===== config.mk =====
export PLATFORM = sky130hd
export DESIGN_NAME = alu_writeback_stage_flat
export DESIGN_NICKNAME = d
export VERILOG_FILES = /design/src/rtl/alu_pkg.sv /design/src/rtl/alu_writeback_stage_if.sv /design/src/rtl/wb_fifo2.sv /design/src/rtl/alu_writeback_stage.sv /design/src/flat_wrapper.sv
export SDC_FILE = /design/constraint.sdc
export NUM_CORES = 1
export LEC_CHECK = 0
export CAP_MARGIN = 30
export CORE_AREA = 2 2 103 130
export CTS_CLUSTER_SIZE = 8
export DETAILED_ROUTE_END_ITERATION = 8
export DIE_AREA = 0 0 105 132
export GPL_TIMING_DRIVEN = 0
export HOLD_SLACK_MARGIN = 0.15
export SETUP_SLACK_MARGIN = 0.4
export SLEW_MARGIN = 40
export SYNTH_ARGS = -nofsm -noshare
export SYNTH_HDL_FRONTEND = slang
export SYNTH_SLANG_ARGS = --single-unit

===== constraint.sdc =====
create_clock -name clk -period 3.8 [get_ports clk]
set_input_delay 0.76 -clock clk [delete_from_list [all_inputs] [get_ports clk]]
set_output_delay 0.76 -clock clk [all_outputs]
set_load 0.03 [all_outputs]

===== src/rtl/alu_pkg.sv =====
// Shared definitions for the ALU and its writeback stage: op codes, status-flag
// bit positions, the buffered writeback entry and the per-result flag computation.
package alu_pkg;

    localparam int WIDTH = 16;
    localparam int AW    = 3;
    localparam int DEPTH = 2;

    localparam logic [2:0] OP_ADD = 3'b000;
    localparam logic [2:0] OP_SUB = 3'b001;
    localparam logic [2:0] OP_AND = 3'b010;
    localparam logic [2:0] OP_OR  = 3'b011;
    localparam logic [2:0] OP_MUL = 3'b100;
    localparam logic [2:0] OP_DIV = 3'b101;

    localparam int FLAG_N = 3;
    localparam int FLAG_Z = 2;
    localparam int FLAG_C = 1;
    localparam int FLAG_V = 0;

    // One result waiting to retire, with its flags already resolved at capture time.
    typedef struct packed {
        logic [WIDTH-1:0] result;
        logic [AW-1:0]    rd;
        logic             wr_en;
        logic             flags_en;
        logic [3:0]       nzcv;
    } wb_entry_t;

    localparam int ENTRY_W = $bits(wb_entry_t);

    // Flags of a result. Carry and overflow only carry meaning for ADD/SUB;
    // every other op code, including the unassigned 110/111, reports them as zero.
    function automatic logic [3:0] calc_nzcv(
        input logic [WIDTH-1:0] result,
        input logic [2:0]       op,
        input logic             cout,
        input logic             overflow
    );
        logic [3:0] f;
        f         = 4'b0000;
        f[FLAG_N] = result[WIDTH-1];
        f[FLAG_Z] = (result == {WIDTH{1'b0}});
        case (op)
            OP_ADD, OP_SUB: begin
                f[FLAG_C] = cout;
                f[FLAG_V] = overflow;
            end
            default: begin
                f[FLAG_C] = 1'b0;
                f[FLAG_V] = 1'b0;
            end
        endcase
        return f;
    endfunction

endpackage


===== src/rtl/alu_writeback_stage_if.sv =====
// ALU-to-writeback and writeback-to-register-file handshake bundle.
// master = the surrounding ALU / register file, slave = the writeback stage.
interface alu_writeback_stage_if;
    import alu_pkg::*;

    logic             in_valid;
    logic             in_ready;
    logic [WIDTH-1:0] in_result;
    logic             in_cout;
    logic             in_overflow;
    logic [2:0]       in_op;
    logic [AW-1:0]    in_rd;
    logic             in_wr_en;
    logic             in_flags_en;

    logic             wb_valid;
    logic             wb_ready;
    logic             wb_we;
    logic [AW-1:0]    wb_addr;
    logic [WIDTH-1:0] wb_data;

    modport master (
        output in_valid, in_result, in_cout, in_overflow, in_op, in_rd, in_wr_en, in_flags_en,
        input  in_ready,
        output wb_ready,
        input  wb_valid, wb_we, wb_addr, wb_data
    );

    modport slave (
        input  in_valid, in_result, in_cout, in_overflow, in_op, in_rd, in_wr_en, in_flags_en,
        output in_ready,
        input  wb_ready,
        output wb_valid, wb_we, wb_addr, wb_data
    );

endinterface


===== src/rtl/wb_fifo2.sv =====
// Two-entry synchronous FIFO of writeback entries. Exposes the head entry and
// the occupancy; push into a full FIFO and pop from an empty one are dropped.
module wb_fifo2
    import alu_pkg::*;
(
    input  logic      clk,
    input  logic      rst,
    input  logic      push,
    input  wb_entry_t push_data,
    input  logic      pop,
    output wb_entry_t head,
    output logic [1:0] count
);

    wb_entry_t  mem_q [2];
    wb_entry_t  mem_d [2];
    logic       wr_ptr_q, wr_ptr_d;
    logic       rd_ptr_q, rd_ptr_d;
    logic [1:0] count_q, count_d;
    logic       push_ok_s;
    logic       pop_ok_s;

    // Next-state: qualify push/pop against occupancy, write slot, advance pointers.
    always_comb begin
        mem_d[0] = mem_q[0];
        mem_d[1] = mem_q[1];
        wr_ptr_d = wr_ptr_q;
        rd_ptr_d = rd_ptr_q;
        count_d  = count_q;
        push_ok_s = push & (count_q != 2'd2);
        pop_ok_s  = pop & (count_q != 2'd0);

        if (push_ok_s) begin
            mem_d[wr_ptr_q] = push_data;
            wr_ptr_d        = ~wr_ptr_q;
        end else begin
            wr_ptr_d = wr_ptr_q;
        end

        if (pop_ok_s) begin
            rd_ptr_d = ~rd_ptr_q;
        end else begin
            rd_ptr_d = rd_ptr_q;
        end

        case ({push_ok_s, pop_ok_s})
            2'b10:   count_d = count_q + 2'd1;
            2'b01:   count_d = count_q - 2'd1;
            default: count_d = count_q;
        endcase
    end

    // State registers; reset empties the FIFO and clears the storage.
    always_ff @(posedge clk) begin
        if (rst) begin
            mem_q[0] <= '0;
            mem_q[1] <= '0;
            wr_ptr_q <= 1'b0;
            rd_ptr_q <= 1'b0;
            count_q  <= 2'd0;
        end else begin
            mem_q[0] <= mem_d[0];
            mem_q[1] <= mem_d[1];
            wr_ptr_q <= wr_ptr_d;
            rd_ptr_q <= rd_ptr_d;
            count_q  <= count_d;
        end
    end

    assign head  = mem_q[rd_ptr_q];
    assign count = count_q;

endmodule


===== src/rtl/alu_writeback_stage.sv =====
// ALU writeback stage: captures each ALU result with its flags into a 2-entry
// FIFO, presents the head to the register-file write port, and on retire
// updates the NZCV status register and the retire counter.
module alu_writeback_stage
    import alu_pkg::*;
#(
    parameter int WIDTH = 16,
    parameter int AW    = 3,
    parameter int DEPTH = 2
) (
    input  logic                 clk,
    input  logic                 rst,
    alu_writeback_stage_if.slave bus,
    output logic                 flag_n,
    output logic                 flag_z,
    output logic                 flag_c,
    output logic                 flag_v,
    output logic [15:0]          retire_cnt
);

    // The entry layout is fixed by the shared package; refuse to build any other shape.
    if (DEPTH != 2) begin : g_depth_check
        $error("alu_writeback_stage: DEPTH must be 2");
    end
    if (WIDTH != alu_pkg::WIDTH || AW != alu_pkg::AW) begin : g_width_check
        $error("alu_writeback_stage: WIDTH/AW must match alu_pkg");
    end

    wb_entry_t   new_entry_s;
    wb_entry_t   head_s;
    wb_entry_t   shown_s;
    wb_entry_t   hold_q, hold_d;
    logic [1:0]  count_s;
    logic        in_ready_s;
    logic        wb_valid_s;
    logic        push_s;
    logic        pop_s;
    logic [3:0]  nzcv_q, nzcv_d;
    logic [15:0] retire_cnt_q, retire_cnt_d;

    // Handshake qualification; in_ready depends only on registered occupancy.
    always_comb begin
        in_ready_s = (count_s != 2'd2);
        wb_valid_s = (count_s != 2'd0);
        push_s     = bus.in_valid & in_ready_s;
        pop_s      = wb_valid_s & bus.wb_ready;
    end

    // Build the entry to store, resolving its flags now so retire is a plain load.
    always_comb begin
        new_entry_s          = '0;
        new_entry_s.result   = bus.in_result;
        new_entry_s.rd       = bus.in_rd;
        new_entry_s.wr_en    = bus.in_wr_en;
        new_entry_s.flags_en = bus.in_flags_en;
        new_entry_s.nzcv     = calc_nzcv(bus.in_result, bus.in_op, bus.in_cout, bus.in_overflow);
    end

    wb_fifo2 u_fifo (
        .clk       (clk),
        .rst       (rst),
        .push      (push_s),
        .push_data (new_entry_s),
        .pop       (pop_s),
        .head      (head_s),
        .count     (count_s)
    );

    // Remember the last presented head so wb_addr/wb_data hold steady once the FIFO drains.
    always_comb begin
        hold_d  = hold_q;
        shown_s = hold_q;
        if (wb_valid_s) begin
            hold_d  = head_s;
            shown_s = head_s;
        end else begin
            hold_d  = hold_q;
            shown_s = hold_q;
        end
    end

    // Retire side effects: status register loads on flags_en, counter bumps on every pop.
    always_comb begin
        nzcv_d       = nzcv_q;
        retire_cnt_d = retire_cnt_q;
        if (pop_s) begin
            retire_cnt_d = retire_cnt_q + 16'd1;
            if (head_s.flags_en) begin
                nzcv_d = head_s.nzcv;
            end else begin
                nzcv_d = nzcv_q;
            end
        end else begin
            retire_cnt_d = retire_cnt_q;
        end
    end

    // Status, retire counter and held-head registers.
    always_ff @(posedge clk) begin
        if (rst) begin
            hold_q       <= '0;
            nzcv_q       <= 4'b0000;
            retire_cnt_q <= 16'd0;
        end else begin
            hold_q       <= hold_d;
            nzcv_q       <= nzcv_d;
            retire_cnt_q <= retire_cnt_d;
        end
    end

    assign bus.in_ready = in_ready_s;
    assign bus.wb_valid = wb_valid_s;
    assign bus.wb_we    = wb_valid_s & shown_s.wr_en;
    assign bus.wb_addr  = shown_s.rd;
    assign bus.wb_data  = shown_s.result;

    assign flag_n     = nzcv_q[FLAG_N];
    assign flag_z     = nzcv_q[FLAG_Z];
    assign flag_c     = nzcv_q[FLAG_C];
    assign flag_v     = nzcv_q[FLAG_V];
    assign retire_cnt = retire_cnt_q;

endmodule

===== src/flat_wrapper.sv =====
// flat-port wrapper written by rule: the top's interface ports become plain ports
module alu_writeback_stage_flat import alu_pkg::*;
#(
    parameter int WIDTH = 16,
    parameter int AW    = 3,
    parameter int DEPTH = 2
)
  (clk, rst, flag_n, flag_z, flag_c, flag_v, retire_cnt, bus_in_valid, bus_in_result, bus_in_cout, bus_in_overflow, bus_in_op, bus_in_rd, bus_in_wr_en, bus_in_flags_en, bus_in_ready, bus_wb_ready, bus_wb_valid, bus_wb_we, bus_wb_addr, bus_wb_data);
  alu_writeback_stage_if bus_i ();
  input  logic clk;
  input  logic rst;
  output logic flag_n;
  output logic flag_z;
  output logic flag_c;
  output logic flag_v;
  output logic [15:0] retire_cnt;
  input wire logic [$bits(bus_i.in_valid)-1:0] bus_in_valid;
  input wire logic [$bits(bus_i.in_result)-1:0] bus_in_result;
  input wire logic [$bits(bus_i.in_cout)-1:0] bus_in_cout;
  input wire logic [$bits(bus_i.in_overflow)-1:0] bus_in_overflow;
  input wire logic [$bits(bus_i.in_op)-1:0] bus_in_op;
  input wire logic [$bits(bus_i.in_rd)-1:0] bus_in_rd;
  input wire logic [$bits(bus_i.in_wr_en)-1:0] bus_in_wr_en;
  input wire logic [$bits(bus_i.in_flags_en)-1:0] bus_in_flags_en;
  output wire logic [$bits(bus_i.in_ready)-1:0] bus_in_ready;
  input wire logic [$bits(bus_i.wb_ready)-1:0] bus_wb_ready;
  output wire logic [$bits(bus_i.wb_valid)-1:0] bus_wb_valid;
  output wire logic [$bits(bus_i.wb_we)-1:0] bus_wb_we;
  output wire logic [$bits(bus_i.wb_addr)-1:0] bus_wb_addr;
  output wire logic [$bits(bus_i.wb_data)-1:0] bus_wb_data;
  assign bus_i.in_valid = bus_in_valid;
  assign bus_i.in_result = bus_in_result;
  assign bus_i.in_cout = bus_in_cout;
  assign bus_i.in_overflow = bus_in_overflow;
  assign bus_i.in_op = bus_in_op;
  assign bus_i.in_rd = bus_in_rd;
  assign bus_i.in_wr_en = bus_in_wr_en;
  assign bus_i.in_flags_en = bus_in_flags_en;
  assign bus_in_ready = bus_i.in_ready;
  assign bus_i.wb_ready = bus_wb_ready;
  assign bus_wb_valid = bus_i.wb_valid;
  assign bus_wb_we = bus_i.wb_we;
  assign bus_wb_addr = bus_i.wb_addr;
  assign bus_wb_data = bus_i.wb_data;
  alu_writeback_stage #(.WIDTH(WIDTH), .AW(AW), .DEPTH(DEPTH)) u_core (.clk(clk), .rst(rst), .bus(bus_i), .flag_n(flag_n), .flag_z(flag_z), .flag_c(flag_c), .flag_v(flag_v), .retire_cnt(retire_cnt));
endmodule

==> impl_metrics.prom <==
# TYPE chip_impl_metric gauge
chip_impl_metric{name="post_synth_instance_area",unit="um2"} 3731
chip_impl_metric{name="insertedDiodeCount",unit=""} 0
chip_impl_metric{name="vias_in_the_first_global_route",unit=""} 3172
chip_impl_metric{name="grt_antenna_before_repair",unit=""} 0
chip_impl_metric{name="stdcell_area",unit="um2"} 4966
chip_impl_metric{name="worst-slew-pin-transition",unit="ps"} 589.3
chip_impl_info{name="crit_path_end_kind",value="output pin"} 1
chip_impl_metric{name="synth_top_area_share",unit="%"} 49.36
chip_impl_metric{name="number_of_buffers_created_by_cts",unit=""} 9
chip_impl_info{name="outcome",value="complete, no violations"} 1
chip_impl_metric{name="critical-path-max-stage-delay",unit="ps"} 650
chip_impl_metric{name="initial_core_util",unit="%"} 29.74
chip_impl_metric{name="power_density",unit="nW/um2"} 632.6
chip_impl_info{name="critical_path.most_common_cell",value="clkbuf_2"} 1
chip_impl_metric{name="clock_tree.htree_level_count",unit=""} 3
chip_impl_metric{name="floorplan.core_area",unit="um2"} 12550
chip_impl_info{name="ys.flop_type",value="dfxtp_1"} 1
chip_impl_info{name="kind_of_start_point_of_the_critical_path",value="flop"} 1
chip_impl_metric{name="skew",unit="ps"} 7.753
chip_impl_info{name="clock_tree.root_cell",value="clkbuf_16"} 1
chip_impl_info{name="cp_cell_sequence",value="nor2_1, clkbuf_2, clkbuf_2, nand2_1, o21ai_0, buf_4, clkdlybuf4s50_1"} 1
chip_impl_metric{name="overflow",unit=""} 0
chip_impl_metric{name="clk_transition_reported_paths",unit="ps"} 60
chip_impl_metric{name="synth.lib_cells_used.distinct",unit=""} 36
chip_impl_metric{name="port-buffer-count",unit=""} 69
chip_impl_metric{name="worstPathArrival",unit="ps"} 2410
chip_impl_metric{name="grt_first_pass_wirelength",unit="um"} 15990
chip_impl_info{name="rsz0062_at_grt",value="false"} 1
chip_impl_info{name="layout_commonest_cell",value="dfxtp_1"} 1
chip_impl_info{name="hp-class",value="flop to flop"} 1
chip_impl_metric{name="cp.required",unit="ps"} 3040
chip_impl_metric{name="detailroute.via_count",unit=""} 3113
chip_impl_metric{name="synth_sequential_area_ratio",unit="%"} 49.36
chip_impl_metric{name="placed_area",unit="um2"} 4632
chip_impl_metric{name="yosys_register_bits",unit=""} 92
chip_impl_metric{name="placed_cells_incl_taps",unit=""} 649
chip_impl_metric{name="async_set_reset_flop_share_out_of_synthesis",unit="%"} 0
chip_impl_metric{name="area.growth.synth_to_final",unit="%"} 33.10
chip_impl_metric{name="clkSinkCount",unit=""} 92
chip_impl_metric{name="num_ports",unit=""} 72
chip_impl_metric{name="post-cts-setup-buffer-count",unit=""} 0
chip_impl_metric{name="yosysWarnings",unit=""} 0
chip_impl_metric{name="whs",unit="ps"} 454.0
chip_impl_metric{name="globalplace.congestion",unit=""} 0.7593
chip_impl_metric{name="post_synthesis_cell_count",unit=""} 412
chip_impl_metric{name="final_period_minus_worst_setup_slack",unit="ps"} 3166
chip_impl_info{name="critPathKind",value="flop to output pin"} 1
chip_impl_info{name="tritoncts",value="done"} 1
chip_impl_info{name="critical-path-slowest-cell",value="clkdlybuf4s50_1"} 1
chip_impl_metric{name="layout.nets",unit=""} 524
chip_impl_metric{name="synth-edff-count",unit=""} 0
chip_impl_metric{name="drt.antenna.violating_nets",unit=""} 0
chip_impl_metric{name="report.final.slew_viol_count",unit=""} 0
chip_impl_info{name="mostFrequentLayoutCells",value="dfxtp_1 (92), nand2_1 (73), clkdlybuf4s50_1 (69)"} 1
chip_impl_metric{name="static_power_due_to_leakage",unit="nW"} 1.786
chip_impl_metric{name="die_w",unit="um"} 105
chip_impl_metric{name="die_area",unit="um2"} 13860
chip_impl_metric{name="grt_start_max_net_pins",unit=""} 15
chip_impl_metric{name="dpl.hpwl",unit="um"} 7091
chip_impl_metric{name="holdBufCountCts",unit=""} 0
chip_impl_metric{name="drive_above_1_share",unit="%"} 9.677
chip_impl_metric{name="design_power_total",unit="mW"} 3.142
chip_impl_metric{name="post_layout_nonfiller_instances",unit=""} 664
chip_impl_metric{name="row_count",unit=""} 46
chip_impl_metric{name="max-cap-violations",unit=""} 0
chip_impl_info{name="post_synth_main_area_contributors",value="dfxtp_1 (49%), nand2_1 (7.3%), mux2i_1 (6.4%)"} 1
chip_impl_metric{name="routedWlPerCell",unit="um"} 14.48
chip_impl_metric{name="report.final.hold_viol_count",unit=""} 0
chip_impl_metric{name="syn-num-nets",unit=""} 444
chip_impl_metric{name="final.fill_count",unit=""} 1316
chip_impl_info{name="synthDominantAreaCellType",value="dfxtp_1"} 1
chip_impl_metric{name="worstSkewPairLatency",unit="ps"} 340
chip_impl_metric{name="drc_errors_left",unit=""} 0
chip_impl_metric{name="postRouteWirelength",unit="um"} 9617
chip_impl_metric{name="detail_route.iter0.violations",unit=""} 127
chip_impl_metric{name="setup_tns",unit="ps"} 0
chip_impl_metric{name="clock.fmax",unit="GHz"} 0.3158
chip_impl_metric{name="grt.total_usage",unit="%"} 14.47
chip_impl_metric{name="setup-violations-final",unit=""} 0
chip_impl_metric{name="detailedRoute.firstPassIterationCount",unit=""} 4
chip_impl_metric{name="cts_buffer_depth",unit=""} 2
chip_impl_metric{name="avgViaCountPerCell",unit=""} 4.688
chip_impl_metric{name="crit_fanout",unit=""} 10
chip_impl_metric{name="post-route-period-util",unit="%"} 83.33
chip_impl_metric{name="worst_ir_drop_vdd",unit="V"} 0.0002391
chip_impl_metric{name="die_h",unit="um"} 132
chip_impl_metric{name="timing.slew.headroom",unit="%"} 60.53
chip_impl_metric{name="avgSynthCellArea",unit="um2"} 9.056
state kept, by name, summed over array words and instances, names as in the netlist, named ones only:
| name | count |
|---|---|
| u_core.u_fifo.count | 2 |
| u_core.hold_q | 19 |
| u_core.nzcv_q | 4 |
| u_core.retire_cnt | 16 |
| u_core.u_fifo.mem_q | 48 |
| u_core.u_fifo.rd_ptr_q | 1 |
| u_core.u_fifo.wr_ptr_q | 1 |
stage by stage:
step                      util [%]  setup WS [ps]
after detailed placement     36.92          745.5
after CTS                    39.52          425.0
after floorplan                  -           1686
final                        39.58          633.5
after global routing         39.58          461.4
after global placement       36.92          724.7
where the power goes:
group / total (mW) / switching [mW] / internal [mW] / leakage (nW)
clock network: 0.969 / 0.362 / 0.607 / 0.158
logic: 1.04 / 0.613 / 0.429 / 0.881
registers: 1.13 / 0.0602 / 1.07 / 0.748
total: 3.14 / 1.03 / 2.11 / 1.79
cell usage after synthesis, types with 5 or more instances:
library cell / n
a21oi_1: 33
a22o_1: 22
buf_2: 6
buf_4: 19
clkbuf_1: 18
dfxtp_1: 92
mux2i_1: 24
nand2_1: 73
nand3_1: 6
nor2_1: 22
nor2b_1: 19
nor4_1: 5
o21ai_0: 20
xnor2_1: 6
xor2_1: 7
critical path, delay by kind of cell, from the launching register on:
| kind | cells | cell delay [ps] |
|---|---|---|
| flops | 1 | 360 |
| simple gates | 2 | 270 |
| compound gates | 1 | 120 |
| buf+inv | 4 | 1320 |
area by class of cell:
type                       count  area (um2)  area share, %
sequential                    92        1842          37.09
inverter                       3       11.26         0.2268
clock inverter                 4       72.57          1.461
clock buffer                  11       252.7          5.089
buffer                        44       254.0          5.115
tap                          168       210.2          4.233
timing repair buffer          69       690.7          13.91
multi-input combinational    273        1633          32.88
metal layers:
layer / global-route usage, % / wire length (um) / up-vias / share of wire, %
met1: 17.57 / 4287 / 1465 / 45
met5: 0 / 0 / - / 0
met3: 3.806 / 537 / 11 / 5.6
met4: 6.222 / 170 / 0 / 1.8
met2: 24.06 / 4622 / 75 / 48
li1: - / - / 1562 / -
worst paths after layout:
| check | cells past startpoint | slack, ps | endpoint | startpoint |
|---|---|---|---|---|
| worst max-delay path | 7 | 630 | bus_wb_data[14] | u_core.u_fifo.count[0] |
| worst min-delay path | 2 | 450 | u_core.u_fifo.mem_q[0][15] | u_core.u_fifo.mem_q[0][15] |
| worst max register to register | 4 | 1890 | u_core.u_fifo.mem_q[1][8] | u_core.u_fifo.count[0] |
| worst min register to register | 2 | 450 | u_core.u_fifo.mem_q[0][15] | u_core.u_fifo.mem_q[0][15] |
cell families after synthesis:
family | after synthesis | synth area share [%]
DFF | 92 | 49.36
adders and majority gates | 2 | 0.6706
xor gates and xnor gates | 13 | 3.052
AOI/OAI and AO/OA | 87 | 14.82
buffers and inverters | 47 | 6.874
and+or+nand+nor | 147 | 18.78
muxes | 24 | 6.439
repair_timing:
action | CTS | global route
setup endpoints to repair | 9 | 16
cloned | 0 | 0
gates resized for setup | 1 | 6
No activity file was read; power rests on OpenSTA's default activity.
